==> src/rtl/apb3_slave_regbank.sv <==
// APB3 completer: word-addressed register bank with fixed wait states and PSLVERR
// on unaligned or out-of-range addresses. All outputs are registered.
module apb3_slave_regbank #(
    parameter int DEPTH       = 48,
    parameter int WAIT_CYCLES = 0
) (
    input  logic        clk,
    input  logic        rst,
    input  logic [7:0]  paddr,
    input  logic        pwrite,
    input  logic        psel,
    input  logic        penable,
    input  logic [31:0] pwdata,
    output logic [31:0] prdata,
    output logic        pready,
    output logic        pslverr
);

    typedef enum logic {IDLE, ACCESS} state_t;

    state_t      state_q, state_d;
    logic [31:0] mem [DEPTH];
    logic [5:0]  idx_q;
    logic        write_q, err_q;
    logic [31:0] wdata_q;
    logic [3:0]  cnt_q;

    logic        setup, complete, abort, ready_set;
    logic        err_in, cur_err, cur_write;
    logic [5:0]  cur_idx;

    assign err_in = (paddr[1:0] != 2'b00) || ({1'b0, paddr[7:2]} >= 7'(DEPTH));

    // With zero wait states pready is raised on the SETUP edge itself, so the
    // response path must see the live bus rather than the latched copy.
    assign cur_idx   = setup ? paddr[7:2] : idx_q;
    assign cur_err   = setup ? err_in     : err_q;
    assign cur_write = setup ? pwrite     : write_q;

    always_comb begin
        state_d   = state_q;
        setup     = 1'b0;
        complete  = 1'b0;
        abort     = 1'b0;
        ready_set = 1'b0;
        case (state_q)
            IDLE: begin
                if (psel && !penable) begin
                    setup     = 1'b1;
                    state_d   = ACCESS;
                    ready_set = (WAIT_CYCLES == 0);
                end
            end
            ACCESS: begin
                if (!psel) begin
                    abort   = 1'b1;
                    state_d = IDLE;
                end else if (penable && pready) begin
                    complete = 1'b1;
                    state_d  = IDLE;
                end else if (!pready && cnt_q <= 4'd1) begin
                    ready_set = 1'b1;
                end
            end
            default: state_d = IDLE;
        endcase
    end

    always_ff @(posedge clk) begin
        if (rst) begin
            state_q <= IDLE;
            prdata  <= '0;
            pready  <= 1'b0;
            pslverr <= 1'b0;
            idx_q   <= '0;
            write_q <= 1'b0;
            err_q   <= 1'b0;
            wdata_q <= '0;
            cnt_q   <= '0;
            for (int i = 0; i < DEPTH; i++) mem[i] <= '0;
        end else begin
            state_q <= state_d;

            if (setup) begin
                idx_q   <= paddr[7:2];
                write_q <= pwrite;
                err_q   <= err_in;
                wdata_q <= pwdata;
                cnt_q   <= 4'(WAIT_CYCLES);
            end else if (state_q == ACCESS && psel && cnt_q != 4'd0) begin
                cnt_q <= cnt_q - 4'd1;
            end

            if (ready_set) begin
                pready  <= 1'b1;
                pslverr <= cur_err;
                prdata  <= (!cur_write && !cur_err) ? mem[cur_idx] : 32'h0;
            end else if (complete || abort) begin
                pready  <= 1'b0;
                pslverr <= 1'b0;
                prdata  <= '0;
            end

            if (complete && write_q && !err_q) mem[idx_q] <= wdata_q;
        end
    end

endmodule

==> config.mk <==
export PLATFORM = sky130hd
export DESIGN_NAME = apb3_slave_regbank
export DESIGN_NICKNAME = d
export VERILOG_FILES = /design/src/rtl/apb3_slave_regbank.sv
export SDC_FILE = /design/constraint.sdc
export NUM_CORES = 2
export LEC_CHECK = 0
export CORE_MARGIN = 8
export CORE_UTILIZATION = 35
export CTS_CLUSTER_DIAMETER = 150
export DETAILED_ROUTE_END_ITERATION = 10
export GPL_ROUTABILITY_DRIVEN = 0
export SETUP_SLACK_MARGIN = 0.05
export SYNTH_ARGS = -nofsm -noshare
export SYNTH_HDL_FRONTEND = slang
export SYNTH_SLANG_ARGS = --single-unit
==> constraint.sdc <==
create_clock -name clk -period 8.16 [get_ports clk]
set_clock_uncertainty 0.15 [all_clocks]
set_input_delay 1.632 -clock clk [delete_from_list [all_inputs] [get_ports clk]]
set_output_delay 1.632 -clock clk [all_outputs]
set_load 0.01 [all_outputs]
# ---- Word-level counts from Yosys, hierarchy flattened
# Memory sizes are Yosys's and may differ from the RTL's.
# Index checks and enable logic that the tools add are counted.
dict set report totals {
  output_inout_bits 34
  ff_bits 79
  ramBits 1536
  word_cells 65
  memories 1
  inputBits 45
}
dict set report classes {
  bitwise 1
  add_sub_neg 1
  order_cmp 2
  n_reduce_logical 20
  mux 31
}
# name words word_bits read_ports rd_clocked_by_memory_dff wr line
set mem_list {}
lappend mem_list {mem 48 32 1 0 48 22} ;# logic [31:0] mem [DEPTH];
# cell n
set op_table {}
lappend op_table {{$mux W32} 4}
lappend op_table {{$reduce_or A32 Y1} 1}
lappend op_table {{$mux W1} 23}
lappend op_table {{$mux W6} 2}
lappend op_table {{$logic_and A1 B1 Y1} 8}
lappend op_table {{$ge A6 B6 Y1 const B} 1}
lappend op_table {{$logic_not A1 Y1} 5}
lappend op_table {{$le A4 B1 Y1 const B} 1}
lappend op_table {{$pmux W1 S2} 2}
lappend op_table {{$reduce_bool A2 Y1} 2}
lappend op_table {{$reduce_bool A4 Y1} 1}
lappend op_table {{$sub A4 B1 Y4 const B} 1}
lappend op_table {{$logic_or A1 B1 Y1} 2}
lappend op_table {{$reduce_or A2 Y1} 1}
lappend op_table {{$not A1 Y1} 1}

# ---- Logic depth before layout (Yosys ltp)
dict set report logic_depth {
  word_depth 11
  depth_mapped 11
  depth_no_buf 9
}

# ---- Worst setup path before layout
# OpenSTA, ideal clock, no wires.
dict set report synth_path {
  kind {input -> register}
  start {input port rst}
  end {memory mem[62][0] (enable)}
  cell_stages 7
  n_path_buf 1
  setup_ps 421
  t_arrival_ps 3943
  required_ps 7589
  setup_slack_ps 3645
  path_cell_list {clkbuf_1 > nor2_1 > nand2_1 > nor3_1 > nor2b_1 > nand3_1 > nor2_1}
}
# item line
set synth_rtl {}
lappend synth_rtl {{from (decl)} 8} ;# input logic rst,
lappend synth_rtl {{to (decl)} 22}

# ---- Worst setup path after layout
dict set report layout_path {
  start {input port paddr[2]}
  end {register prdata[3]}
}
dict set report layout_between {
  elab_chain_len 7
  elab_cells_between_ends 9
  classes_between {1 x order compare; 4 x mux; 3 x reduce/logical; 1 x memory}
}
# item line
set layout_rtl {}
lappend layout_rtl {{from (decl)} 9} ;# input logic [7:0] paddr,
lappend layout_rtl {{$ge A6 B6 Y1} 32} ;# assign err_in = (paddr[1:0] != 2'b00) || ({1'b0, paddr[7:2]} >= 7'(DEPTH));
lappend layout_rtl {{$logic_or A1 B1 Y1} 32}
lappend layout_rtl {{$mux W1} --}
lappend layout_rtl {{$logic_not A1 Y1} 97} ;# prdata <= (!cur_write && !cur_err) ? mem[cur_idx] : 32'h0;
lappend layout_rtl {{$logic_and A1 B1 Y1} 97}
lappend layout_rtl {{$mux W32 (*)} 97}
lappend layout_rtl {{$mux W32 (*)} 94} ;# if (ready_set) begin
lappend layout_rtl {{to (signal assigned)} 97}
lappend layout_rtl {{to (decl)} 14} ;# output logic [31:0] prdata,
# Mark *: on every way between the ends. The rest lies on a longest branch, timed or not.
# A chain may end at the register's enable or synchronous reset.

==> reports/metrics.csv <==
metric;value;unit
post-place-cells;11226;
design.core.area;264600;µm²
syn_inst;8087;
dpl_worst_slack;1.143;ns
synthArstFlopShare;0;%
overflow;0;
drive_gt1_share;8.819;%
crit_fanout;153;
placed_cell_area;97550;µm²
grt_pass1_wl;451.8;mm
report.final.slew_viol_count;0;
dieArea;282300;µm²
hold_buffers;0;
root_buffer;clkbuf_16;
cp-end-kind;flop;
timing.hold.ws;0.3031;ns
dpl.hpwl;179.4;mm
yosysTopAreaCellShare;66.17;%
finalCritPeriodShare;76.86;%
status;completed;
finalInstanceArea;104600;µm²
finalWorstSetupSlack;1.888;ns
viasPerCell;5.516;
crit_slowest_cell;a41oi_2;
syn_to_final_growth;12.49;%
synthTopCellsByCount;2,115 x nand2_1, 2,048 x edfxtp_1, 1,537 x and2_1;
cp-start-kind;input port;
crit_arrival;6.93;ns
crit_required;8.82;ns
fin_crit;6.272;ns
die_w;531.3;µm
cts_htree_levels;4;
maxCapViolations;0;
grt_pass1_vias;62183;
clk_path_buf_depth;3;
die_y;531.3;µm
port_buffers;78;
path_common_cell;buf_12;
drt-pass1-iter-count;6;
utilization;39.51;%
rows;189;
ys_ff_latch;2127;
cts_tree;yes;
synth_cell_type_count;49;
ys.flop_type;edfxtp_1;
post_cts.repair.setup_buffers;0;
leakagePower;36.83;nW
rsz0062_at_grt;no;
numCtsBuffers;214;
worstSetupPathType;input port to flop;
drt_iter0_drc;8668;
drtAntennaViolNets;0;
initial_core_util;35.12;%
wire_per_inst;27.32;µm
drc;0;
clkTransAtPathRegs;0.06;ns
instances_no_fill;11647;
io_pins;79;
ir_drop;199.6;µV
cp_slowest_stage_delay;0.99;ns
yosysSeqAreaShare;67.87;%
vias;64243;
tns;0;ns
nets;7957;
finalPower;23.90;mW
grt_antenna_before_repair;40;
ys_warn_count;0;
grt_use_total;21.62;%
slew_headroom;7.567;%
synth_area_leaders;edfxtp_1 66%, and2_1 10%, nand2_1 8.5%;
crit_path_cell_trace;clkdlybuf4s50_1, nor4bb_1, buf_4, a21oi_4, buf_12, buf_12, nand2_1, a31oi_1, nand4_1, a41oi_2, a221o_1;
p_per_area;228.6;nW/µm²
syn_nets;8135;
clock_sinks;2127;
hold_violations;0;
cts_resized;0;
fmax;0.1594;GHz
clk_latency;0.89;ns
avgSynthCellArea;11.49;µm²
synth_most_common_cell;nand2_1;
min-delay-path-class;flop to flop;
setup_violations;0;
wl;318.2;mm
syn_area;92950;µm²
grt_max_degree;210;
tightest_slew;1.383;ns
yosys.area.top_type;edfxtp_1;
synth-edff-count;2048;
==> cells in the final DEF, fill, tap and decap left out, types with 48 or more instances in the layout <==
| master | instances |
|---|---|
| nand2_1 | 2113 |
| edfxtp_1 | 2048 |
| and2_1 | 1537 |
| nand3_1 | 762 |
| nand4_1 | 281 |
| a31oi_1 | 255 |
| clkbuf_16 | 216 |
| buf_4 | 204 |
| clkdlybuf4s50_1 | 77 |
| clkbuf_1 | 59 |
| nor2_2 | 48 |
| or2_2 | 48 |
==> sequential cells by signal, summed over array words and instances, names as in the netlist <==
name     cells
cnt_q        4
err_q        1
idx_q        6
mem       2048
prdata      32
pready       1
pslverr      1
state_q      1
wdata_q     32
write_q      1
==> per-layer routing <==
| layer | wire length, µm | track usage (%) |
|---|---|---|
| met5 | 123 | 0 |
| met4 | 16570 | 10.44 |
| met3 | 31920 | 4.457 |
| met2 | 145000 | 34.27 |
| met1 | 124600 | 28.36 |
==> cells by family (layout without fill, tap and decap cells) <==
family                   after synthesis  count (layout)  share of synthesized area (%)
AND/OR/NAND/NOR                     4854            4854                          25.76
flip-flops                          2127            2127                          67.87
buffers and inverters                706             715                          3.242
AO/OA/AOI/OAI                        375             375                          2.854
multiplexers                          19              19                         0.2086
adder cells (fa/ha/maj)                3               3                        0.04039
XOR/XNOR                               3               3                        0.02827
other                                  0              18                              0
==> critical path, delay by kind of cell <==
| family | cells | cell delay [ns] |
|---|---|---|
| AND/OR/NAND/NOR | 3 | 0.90 |
| AO/OA/AOI/OAI | 4 | 2.18 |
| buffers and inverters | 4 | 1.96 |
==> path summary, 6_finish.rpt <==
kind	slack (ns)	cells after the start	from	end
worst max-delay path	1.89	11	paddr[2]	prdata[3]
worst max register to register	2.99	9	state_q	prdata[3]
worst min-delay path	0.30	2	wdata_q[23]	wdata_q[23]
worst min register to register	0.30	2	wdata_q[23]	wdata_q[23]
==> area by class of cell <==
cell class	instances	area, µm²
Antenna cell	18	45.04
Clock buffer	293	5874
Clock inverter	110	1079
Fill cell	24963	160100
Inverter	4	15.01
Multi-Input combinational cell	5254	27150
Sequential cell	2127	63120
Tap cell	3533	4420
Timing Repair Buffer	308	2843
==> power by group <==
group          total, mW  switching [mW]  internal (mW)
Combinational       1.72            1.34          0.377
Sequential          12.3           0.131           12.2
Clock               9.83            4.35           5.48
No activity file was read; power rests on OpenSTA's default activity.
